### config.mk
export PLATFORM = sky130hd
export DESIGN_NAME = bus_ctrl_flat
export DESIGN_NICKNAME = d
export VERILOG_FILES = /design/src/rtl/bus_pkg.sv /design/src/rtl/bus_if.sv /design/src/rtl/bus_watchdog.sv /design/src/rtl/bus_ctrl.sv /design/src/flat_wrapper.sv
export SDC_FILE = /design/constraint.sdc
export NUM_CORES = 1
export LEC_CHECK = 0
export CAP_MARGIN = 40
export CORE_AREA = 2 2 159 161
export CTS_BUF_LIST = sky130_fd_sc_hd__clkbuf_16
export DETAILED_ROUTE_END_ITERATION = 16
export DIE_AREA = 0 0 161 163
export SYNTH_ARGS = -nofsm -noshare
export SYNTH_HDL_FRONTEND = slang
export SYNTH_SLANG_ARGS = --single-unit
### constraint.sdc
create_clock -name clk -period 4.65 [get_ports clk]
set_input_delay 0.93 -clock clk [delete_from_list [all_inputs] [get_ports clk]]
set_output_delay 0.93 -clock clk [all_outputs]
set_load 0.01 [all_outputs]
### src/rtl/bus_pkg.sv
// Shared types and helpers for the bus controller: FSM state encoding,
// master/slave counts and the address-to-chip-select decode.
package bus_pkg;

  localparam int NUM_MASTERS = 4;
  localparam int NUM_SLAVES  = 4;

  typedef enum logic [1:0] {
    ST_IDLE = 2'd0,
    ST_ADDR = 2'd1,
    ST_WAIT = 2'd2,
    ST_RESP = 2'd3
  } state_t;

  // Two top address bits select one of four slaves; result is active-low one-hot.
  function automatic logic [NUM_SLAVES-1:0] slave_cs_n(input logic [1:0] sel);
    logic [NUM_SLAVES-1:0] onehot;
    onehot      = '0;
    onehot[sel] = 1'b1;
    return ~onehot;
  endfunction

endpackage

### src/rtl/bus_if.sv
// Bundle of master-side and slave-side bus signals around the controller.
// The controller owns the 'master' modport; the bus environment uses 'slave'.
interface bus_if
  import bus_pkg::*;
#(
  parameter int ADDR_W = 32,
  parameter int DATA_W = 32
) ();

  logic [NUM_MASTERS-1:0]        gnt_n;
  logic [NUM_MASTERS-1:0]        m_as_n;
  logic [NUM_MASTERS-1:0]        m_rw;
  logic [NUM_MASTERS*ADDR_W-1:0] m_addr;
  logic [NUM_MASTERS*DATA_W-1:0] m_wdata;
  logic [DATA_W-1:0]             m_rdata;
  logic [NUM_MASTERS-1:0]        m_rdy_n;
  logic [NUM_MASTERS-1:0]        m_err_n;
  logic [NUM_SLAVES-1:0]         s_cs_n;
  logic                          s_as_n;
  logic                          s_rw;
  logic [ADDR_W-1:0]             s_addr;
  logic [DATA_W-1:0]             s_wdata;
  logic [DATA_W-1:0]             s_rdata;
  logic                          s_rdy_n;
  logic                          busy;

  modport master (
    input  gnt_n, m_as_n, m_rw, m_addr, m_wdata, s_rdata, s_rdy_n,
    output m_rdata, m_rdy_n, m_err_n, s_cs_n, s_as_n, s_rw, s_addr, s_wdata, busy
  );

  modport slave (
    output gnt_n, m_as_n, m_rw, m_addr, m_wdata, s_rdata, s_rdy_n,
    input  m_rdata, m_rdy_n, m_err_n, s_cs_n, s_as_n, s_rw, s_addr, s_wdata, busy
  );

endinterface

### src/rtl/bus_watchdog.sv
// WAIT-state cycle counter: counts up from zero while enabled and flags the
// cycle in which the count sits at TIMEOUT-1.
module bus_watchdog #(
  parameter int TIMEOUT = 16
) (
  input  logic clk,
  input  logic reset,
  input  logic clear,
  input  logic en,
  output logic expired
);

  localparam logic [7:0] TERM_CNT = 8'(TIMEOUT - 1);

  logic [7:0] r_count;

  always_ff @(posedge clk) begin
    if (reset || clear) begin
      r_count <= '0;
    end else if (en) begin
      r_count <= r_count + 8'd1;
    end
  end

  assign expired = en && (r_count == TERM_CNT);

endmodule

### src/rtl/bus_ctrl.sv
// Single-transaction bus controller: accepts one granted master, runs the
// slave access with a timeout, and returns a one-cycle ready/error pulse.
//
// state | meaning
// IDLE  | waiting for exactly one grant with its address strobe
// ADDR  | one-cycle address phase to the decoded slave
// WAIT  | holding strobe until slave ready or timeout
// RESP  | one-cycle ready (and error) pulse to the latched owner
module bus_ctrl
  import bus_pkg::*;
#(
  parameter int ADDR_W  = 32,
  parameter int DATA_W  = 32,
  parameter int TIMEOUT = 16
) (
  input  logic  clk,
  input  logic  reset,
  bus_if.master bus
);

  state_t r_state, w_next;

  logic [1:0]        r_owner;
  logic              r_rw;
  logic              r_err;
  logic [ADDR_W-1:0] r_addr;
  logic [DATA_W-1:0] r_wdata;
  logic [DATA_W-1:0] r_rdata;

  logic [1:0]             w_gnt_idx;
  logic [2:0]             w_gnt_cnt;
  logic                   w_accept;
  logic                   w_slv_rdy;
  logic                   w_expired;
  logic                   w_busy;
  logic                   w_s_as_n;
  logic [NUM_SLAVES-1:0]  w_s_cs_n;
  logic [NUM_MASTERS-1:0] w_m_rdy_n;
  logic [NUM_MASTERS-1:0] w_m_err_n;

  // A request is only legal with exactly one grant low and that master strobing.
  always_comb begin
    w_gnt_cnt = '0;
    w_gnt_idx = '0;
    for (int i = 0; i < NUM_MASTERS; i++) begin
      if (!bus.gnt_n[i]) begin
        w_gnt_cnt = w_gnt_cnt + 3'd1;
        w_gnt_idx = 2'(i);
      end
    end
    w_accept = (w_gnt_cnt == 3'd1) && !bus.m_as_n[w_gnt_idx];
  end

  assign w_slv_rdy = !bus.s_rdy_n;

  bus_watchdog #(
    .TIMEOUT (TIMEOUT)
  ) u_watchdog (
    .clk     (clk),
    .reset   (reset),
    .clear   (r_state == ST_ADDR),
    .en      (r_state == ST_WAIT),
    .expired (w_expired)
  );

  always_ff @(posedge clk) begin
    if (reset) begin
      r_state <= ST_IDLE;
    end else begin
      r_state <= w_next;
    end
  end

  always_comb begin
    w_next    = r_state;
    w_busy    = (r_state != ST_IDLE);
    w_s_as_n  = 1'b1;
    w_s_cs_n  = '1;
    w_m_rdy_n = '1;
    w_m_err_n = '1;
    case (r_state)
      ST_IDLE: begin
        if (w_accept) w_next = ST_ADDR;
      end
      ST_ADDR: begin
        w_s_as_n = 1'b0;
        w_s_cs_n = slave_cs_n(r_addr[ADDR_W-1 -: 2]);
        w_next   = ST_WAIT;
      end
      ST_WAIT: begin
        w_s_as_n = 1'b0;
        w_s_cs_n = slave_cs_n(r_addr[ADDR_W-1 -: 2]);
        if (w_slv_rdy || w_expired) w_next = ST_RESP;
      end
      ST_RESP: begin
        w_m_rdy_n[r_owner] = 1'b0;
        if (r_err) w_m_err_n[r_owner] = 1'b0;
        w_next = ST_IDLE;
      end
      default: w_next = ST_IDLE;
    endcase
  end

  // Slave ready wins over expiry on the same edge.
  always_ff @(posedge clk) begin
    if (reset) begin
      r_owner <= '0;
      r_rw    <= 1'b0;
      r_err   <= 1'b0;
      r_addr  <= '0;
      r_wdata <= '0;
      r_rdata <= '0;
    end else begin
      if (r_state == ST_IDLE && w_accept) begin
        r_owner <= w_gnt_idx;
        r_rw    <= bus.m_rw[w_gnt_idx];
        r_addr  <= bus.m_addr[w_gnt_idx*ADDR_W +: ADDR_W];
        r_wdata <= bus.m_wdata[w_gnt_idx*DATA_W +: DATA_W];
      end
      if (r_state == ST_WAIT) begin
        if (w_slv_rdy) begin
          r_err <= 1'b0;
          if (r_rw) r_rdata <= bus.s_rdata;
        end else if (w_expired) begin
          r_err <= 1'b1;
        end
      end
    end
  end

  assign bus.busy    = w_busy;
  assign bus.s_as_n  = w_s_as_n;
  assign bus.s_cs_n  = w_s_cs_n;
  assign bus.m_rdy_n = w_m_rdy_n;
  assign bus.m_err_n = w_m_err_n;
  assign bus.s_rw    = r_rw;
  assign bus.s_addr  = r_addr;
  assign bus.s_wdata = r_wdata;
  assign bus.m_rdata = r_rdata;

endmodule
### src/flat_wrapper.sv
// flat-port wrapper written by rule: the top's interface ports become plain ports
module bus_ctrl_flat import bus_pkg::*;
#(
  parameter int ADDR_W  = 32,
  parameter int DATA_W  = 32,
  parameter int TIMEOUT = 16
)
  (clk, reset, bus_gnt_n, bus_m_as_n, bus_m_rw, bus_m_addr, bus_m_wdata, bus_s_rdata, bus_s_rdy_n, bus_m_rdata, bus_m_rdy_n, bus_m_err_n, bus_s_cs_n, bus_s_as_n, bus_s_rw, bus_s_addr, bus_s_wdata, bus_busy);
  bus_if #(.ADDR_W(ADDR_W), .DATA_W(DATA_W)) bus_i ();
  input  logic clk;
  input  logic reset;
  input wire logic [$bits(bus_i.gnt_n)-1:0] bus_gnt_n;
  input wire logic [$bits(bus_i.m_as_n)-1:0] bus_m_as_n;
  input wire logic [$bits(bus_i.m_rw)-1:0] bus_m_rw;
  input wire logic [$bits(bus_i.m_addr)-1:0] bus_m_addr;
  input wire logic [$bits(bus_i.m_wdata)-1:0] bus_m_wdata;
  input wire logic [$bits(bus_i.s_rdata)-1:0] bus_s_rdata;
  input wire logic [$bits(bus_i.s_rdy_n)-1:0] bus_s_rdy_n;
  output wire logic [$bits(bus_i.m_rdata)-1:0] bus_m_rdata;
  output wire logic [$bits(bus_i.m_rdy_n)-1:0] bus_m_rdy_n;
  output wire logic [$bits(bus_i.m_err_n)-1:0] bus_m_err_n;
  output wire logic [$bits(bus_i.s_cs_n)-1:0] bus_s_cs_n;
  output wire logic [$bits(bus_i.s_as_n)-1:0] bus_s_as_n;
  output wire logic [$bits(bus_i.s_rw)-1:0] bus_s_rw;
  output wire logic [$bits(bus_i.s_addr)-1:0] bus_s_addr;
  output wire logic [$bits(bus_i.s_wdata)-1:0] bus_s_wdata;
  output wire logic [$bits(bus_i.busy)-1:0] bus_busy;
  assign bus_i.gnt_n = bus_gnt_n;
  assign bus_i.m_as_n = bus_m_as_n;
  assign bus_i.m_rw = bus_m_rw;
  assign bus_i.m_addr = bus_m_addr;
  assign bus_i.m_wdata = bus_m_wdata;
  assign bus_i.s_rdata = bus_s_rdata;
  assign bus_i.s_rdy_n = bus_s_rdy_n;
  assign bus_m_rdata = bus_i.m_rdata;
  assign bus_m_rdy_n = bus_i.m_rdy_n;
  assign bus_m_err_n = bus_i.m_err_n;
  assign bus_s_cs_n = bus_i.s_cs_n;
  assign bus_s_as_n = bus_i.s_as_n;
  assign bus_s_rw = bus_i.s_rw;
  assign bus_s_addr = bus_i.s_addr;
  assign bus_s_wdata = bus_i.s_wdata;
  assign bus_busy = bus_i.busy;
  bus_ctrl #(.ADDR_W(ADDR_W), .DATA_W(DATA_W), .TIMEOUT(TIMEOUT)) u_core (.clk(clk), .reset(reset), .bus(bus_i));
endmodule
== Word-level counts from Yosys, hierarchy flattened ==
Index checks and enable logic that the tools add are counted.

* Register bits after elaboration: 110
* Input port bits: 303
* Output and inout bits: 111

* $add $sub $neg: 4
* $lt $le $gt $ge: 5
* Equality and inequality tests: 8
* Shift-type cells: 2
* Mux-type cells: 25
* Bitwise operators: 3
* Reductions and logical operators: 15

{| class="wikitable"
|+ Operators with widths
! cell !! number
|-
| 128-bit by 8-bit variable part select with 32-bit output || 2
|-
| 4-bit 2-to-1 mux || 4
|-
| 2-bit by 3-bit < comparator with 1-bit output, second input constant || 3
|-
| 1-bit 2-to-1 mux || 9
|-
| 3-bit 2-to-1 mux || 3
|-
| 8-bit by 1-bit adder with 8-bit output, second input constant || 1
|-
| 8-bit by 4-bit == test with 1-bit output, second input constant || 1
|-
| 2-bit 2-to-1 mux || 4
|-
| 4-bit inverter || 2
|-
| 2-bit one-hot mux with 4 select lines || 1
|-
| 3-bit by 1-bit adder with 3-bit output, second input constant || 2
|-
| 2-bit by 1-bit != test with 1-bit output, second input constant || 3
|-
| 1-bit logical AND || 5
|-
| 1-bit binary-select mux with 2-bit select || 2
|-
| 1-bit demux with 2-bit select || 2
|-
| 2-bit == test, second input constant || 2
|-
| 2-bit by 1-bit greater-or-equal comparator with 1-bit output, second input constant || 2
|-
| 2-bit AND reduction || 2
|-
| 3-bit by 1-bit == test with 1-bit output, second input constant || 1
|-
| 3-bit AND reduction || 1
|-
| 1-bit by 1-bit adder with 2-bit output, second input constant || 1
|-
| 2-bit by 1-bit == test with 1-bit output, second input constant || 1
|-
| 1-bit zero test || 2
|-
| 2-bit zero test || 1
|-
| 4 further kinds || 5
|}

== Logic depth before layout (Yosys ltp) ==
* Depth after elaboration: 11
* Mapped depth: 15

== Modules after synthesis ==
A second synthesis with hierarchy kept.

* Cells, all modules: 754
* Area total of the unflattened synthesis: 6,118.4 um2

{| class="wikitable"
|+ Modules (own cells, without submodules)
! module !! times used !! cells each !! area an instance (um2)
|-
| bus_ctrl || 1 || 715 || 5,761.8
|-
| bus_watchdog || 1 || 39 || 356.6
|}

== Worst setup path after synthesis ==
Ideal clock, no wire load.

* Kind: input to register
* From: input port bus_gnt_n[1]
* To: register u_core.r_addr[10] (netlist: u_core.bus.s_addr[10])
* Arrival time: 3,681 ps
* Slack: 883 ps
* Stages: 13
* Path buffers: 5
* Path through: clkbuf_1 -> buf_2 -> buf_2 -> inv_1 -> ha_1 -> xnor2_1 -> ha_1 -> o31a_1 -> a2111oi_4 -> buf_4 -> buf_6 -> nor2_1 -> a211oi_1

* Word-level cells in the longest chain between the ends: 8
* Elaborated cells on any way between the ends: 15
* Those cells by class: add/sub (2); eq/ne (1); shift (1); mux (8); reduce/logical (3)

{| class="wikitable"
|+ RTL lines
! item !! line !! source
|-
| from (decl) || flat_wrapper.sv:12 || <nowiki>input wire logic [$bits(bus_i.gnt_n)-1:0] bus_gnt_n;</nowiki>
|-
| 3-bit 2-to-1 mux / 1-bit 2-to-1 mux (equally long branches) || bus_ctrl.sv:46 || <nowiki>if (!bus.gnt_n[i]) begin</nowiki>
|-
| 3-bit by 1-bit adder with 3-bit output / 2-bit 2-to-1 mux (equally long branches) || bus_ctrl.sv:47, bus_ctrl.sv:46 ||
|-
| 3-bit 2-to-1 mux / 2-bit 2-to-1 mux (equally long branches) || bus_ctrl.sv:46 ||
|-
| 3-bit by 1-bit adder with 3-bit output / 1-bit binary-select mux with 2-bit select (equally long branches) || bus_ctrl.sv:47, bus_ctrl.sv:51 ||
|-
| 3-bit 2-to-1 mux / 1-bit 2-to-1 mux (equally long branches) || bus_ctrl.sv:46, bus_ctrl.sv:51 ||
|-
| 3-bit by 1-bit == test with 1-bit output / 1-bit zero test (equally long branches) || bus_ctrl.sv:51 || <nowiki>w_accept = (w_gnt_cnt == 3'd1) && !bus.m_as_n[w_gnt_idx];</nowiki>
|-
| 1-bit logical AND || bus_ctrl.sv:51 ||
|-
| 1-bit logical AND || bus_ctrl.sv:114 || <nowiki>if (r_state == ST_IDLE && w_accept) begin</nowiki>
|-
| to (signal assigned) || bus_ctrl.sv:117 || <nowiki>r_addr <= bus.m_addr[w_gnt_idx*ADDR_W +: ADDR_W];</nowiki>
|-
| to (decl) || bus_ctrl.sv:26 || <nowiki>logic [ADDR_W-1:0] r_addr;</nowiki>
|}

Parallel ways exist; a longest one is shown, timed or not. The select of a mux whose other input is x is not followed.
A chain may end at the register's enable or synchronous reset.

== Worst setup path in the final report ==
* From: input port bus_gnt_n[0]
* To: register u_core.r_addr[4] (netlist: u_core.bus.s_addr[4])

* Word-level cells in the longest chain between the ends: 10

{| class="wikitable"
|+ RTL lines
! item !! line !! source
|-
| 1-bit 2-to-1 mux (*) || bus_ctrl.sv:46 ||
|-
| 1-bit by 1-bit adder with 2-bit output || bus_ctrl.sv:47 || <nowiki>w_gnt_cnt = w_gnt_cnt + 3'd1;</nowiki>
|-
| 3-bit 2-to-1 mux (*) || bus_ctrl.sv:46 ||
|-
| 3-bit by 1-bit adder with 3-bit output || bus_ctrl.sv:47 ||
|-
| 3-bit 2-to-1 mux (*) || bus_ctrl.sv:46 ||
|-
| 3-bit by 1-bit adder with 3-bit output || bus_ctrl.sv:47 ||
|-
| 3-bit 2-to-1 mux (*) || bus_ctrl.sv:46 ||
|-
| 3-bit by 1-bit == test with 1-bit output (*) || bus_ctrl.sv:51 ||
|-
| 1-bit logical AND (*) || bus_ctrl.sv:51 ||
|-
| 1-bit logical AND (*) || bus_ctrl.sv:114 ||
|}

Every way passes the cells marked *; elsewhere a longest branch is shown, timed or not.

==> run metrics <==
status finished, final reports clean; Initial Utilization 24.70%; worst path arrival time 3.80 ns; total power 3.189 mW; Initial DRC Count 255; crit end category flop; antenna violations before repair 0; Sequential Power Share 36.6%; CP Cell Sequence clkdlybuf4s50_1 > inv_1 > ha_1 > xnor2_1 > ha_1 > o31a_1 > a2111oi_4 > buf_4 > nor2_1 > a211oi_1; I/O pin cnt 414; Worst-Margin Slew 0.8132 ns; sequential share of the synthesized area 36.13%; shortest period the worst path allows 3.536 ns; worst-path fanout max 47; Clk Tree Root Cell clkbuf_16; DIE AREA 26240 µm²; # Max-Cap Violations 0; area grow syn2layout 76.55%; worst hold path class flop to flop; Leakage Power 4.096 nW; # rows 58; dpl hpwl 18070 µm; Final setup viols 0; Peak Freq 282.8 MHz; cell repeated most along the worst path ha_1; synth top area cells dfxtp_1, mux2i_1, nor2_1, a211oi_1, a21oi_1; Setup crit start kind input pin; Max IR drop VDD 0.1952 mV; clock power share 23.5%; number of global-route vias before repair 6139; top-area cell type share of the netlist area 36.13%; CTS Buffer Depth 2; unrepaired setup endpoints after global routing no; die height 163 µm; fin crit share 76.03%; Setup Skew 0.006641 ns; via count 6431; Yosys warning count 0; Port Buf Inserts 413; synthesized cell area 6095 µm²; area leader, netlist dfxtp_1; ANT cells 0; Post-CTS Setup Bufs 0; Post-DRT Antenna Nets 0; P_int 2.152 mW; Post-synth EDFFs 0; largest net degree at the start of global routing 87; crit path kind input pin to flop; first-pass GRT wire length 33700 µm; WL/cell 15.69 µm; DIE WIDTH 161 µm; worst-skew pair later-pin latency 0.35 ns; #FFs+latches synth 110; cts bufs inserted 9; grt total ovfl 0; post-synthesis cell count 751; share of cells above drive strength 1 2.758%; Mapped Nets 1063; Clock transition at path regs 0.08 ns; FFs w/ async S/R, synth 0%; final hold viol count 0; Post-CTS Hold Buffers 0; TritonCTS clock tree done; post-cts repair resize count 0; relative slew slack 45.79%; final core occ 43.61%; average size of a mapped cell 8.115 µm²; Net Sw Frac 32.50%; Setup TNS 0 ns; H-tree levels 3; Max stage delay on crit path 0.48 ns; GRT Overall Usage 16.57%; DRT Pass-1 Iters 4; fillers 2497; post-synth cell types 36; Routed WL 22810 µm; Final GP Congestion 0.8009; Comb pwr share 39.9%; top-count cell post-synth nor2_1; Pwr Density 296.3 nW/µm²; top cells by count, synth nor2_1, mux2i_1, dfxtp_1, a21oi_1, nand2_1; CP Data Required Time 4.91 ns; DRC errors left 0; nets 1431; Vias per Instance 4.423; core box area 24670 µm²; Psw 1.036 mW; Most used DFF post-synth dfxtp_1; Slew Viols, Final 0; Clock Sinks 110; Slowest-stage cell, CP clkdlybuf4s50_1
through the flow:
step	instances	worst slack (ns)	hold slack, ns	instance area [µm²]
floorplan	751	0.8835	0.4687	6095
global placement	1436	0.7547	0.4415	10420
detailed placement	1438	0.7378	0.4453	10480
CTS	1454	1.116	0.4564	10760
global route	1454	0.8683	0.4735	10760
finish	1454	1.114	0.4540	10760
cells by family (layout without fill, tap and decap cells):
logic type / count (synthesis) / count (layout) / synth area share, %
buffers and inverters: 75 / 448 / 5.173
AOI/OAI and AO/OA: 175 / 175 / 17.84
xor gates and xnor gates: 9 / 9 / 1.293
muxes: 133 / 133 / 21.84
adders and majority gates: 9 / 9 / 1.848
and+or+nand+nor: 240 / 240 / 15.87
DFF: 110 / 110 / 36.13
layout make-up:
type | instances | area (µm²) | share of cell area (%)
timing repair buffer | 423 | 4252 | 39.51
multi-input combinational | 566 | 3577 | 33.24
sequential | 110 | 2202 | 20.47
tap | 330 | 412.9 | 3.837
clock buffer | 9 | 225.2 | 2.093
clock inverter | 7 | 57.56 | 0.5349
inverter | 9 | 33.78 | 0.3140
cell usage in the layout (no fill, tap or decap), types with 2 or more instances in the layout:
master           instances
dfxtp_1                110
ha_1                     9
nor2b_1                  3
nor2_1                 146
a21oi_1                 98
nand4_1                  2
inv_1                    9
nand3b_1                 4
nand3_1                  5
xnor2_1                  6
buf_16                   2
buf_4                   11
and2_1                   2
nand2_1                 70
inv_8                    2
a211oi_1                66
clkinvlp_4               3
clkdlybuf4s50_1        409
clkbuf_16                9
o21ai_0                  3
mux2i_1                133
xor2_1                   3
o41ai_1                  2
worst max-delay path, delay by kind of cell:
family | cells | cell delay, ns
xor gates and xnor gates | 1 | 0.21
and+or+nand+nor | 1 | 0.08
AOI/OAI and AO/OA | 3 | 0.95
adders and majority gates | 2 | 0.60
buffers and inverters | 3 | 1.00
final timing paths:
check	to	slack, ns	from	cells past startpoint
worst min-delay path	u_core.bus.m_rdata[27]	0.45	u_core.bus.m_rdata[27]	2
worst max register to register	u_core.bus.m_rdata[3]	2.54	u_core.r_state[0]	7
worst max-delay path	u_core.bus.s_addr[4]	1.11	bus_gnt_n[0]	10
worst min register to register	u_core.bus.m_rdata[27]	0.45	u_core.bus.m_rdata[27]	2
power groups by stage:
stage / clock (mW) / sequential, mW / combinational [mW]
finish: 0.749 / 1.17 / 1.27
global route: 0.823 / 1.19 / 1.40
CTS: 0.787 / 1.17 / 1.29
detailed placement: 0 / 1.19 / 1.29
global placement: 0 / 1.19 / 1.28
floorplan: 0 / 1.24 / 0.539
sequential cells by signal (all words and copies together) (netlist names):
signal                     flops
u_core.bus.m_rdata            32
u_core.bus.s_addr             32
u_core.bus.s_wdata            32
u_core.u_watchdog.r_count      8
u_core.r_owner                 2
u_core.r_state                 2
u_core.bus.s_rw                1
u_core.r_err                   1
metal layers:
| metal | GRT usage (%) | share of wire, % | up-vias |
|---|---|---|---|
| li1 | - | - | 3367 |
| met1 | 18.52 | 40 | 2814 |
| met2 | 30.41 | 51 | 223 |
| met3 | 4.686 | 6.6 | 27 |
| met4 | 5.195 | 2.2 | 0 |
| met5 | 0 | 0 | - |
(Power assumes the default switching activity.)
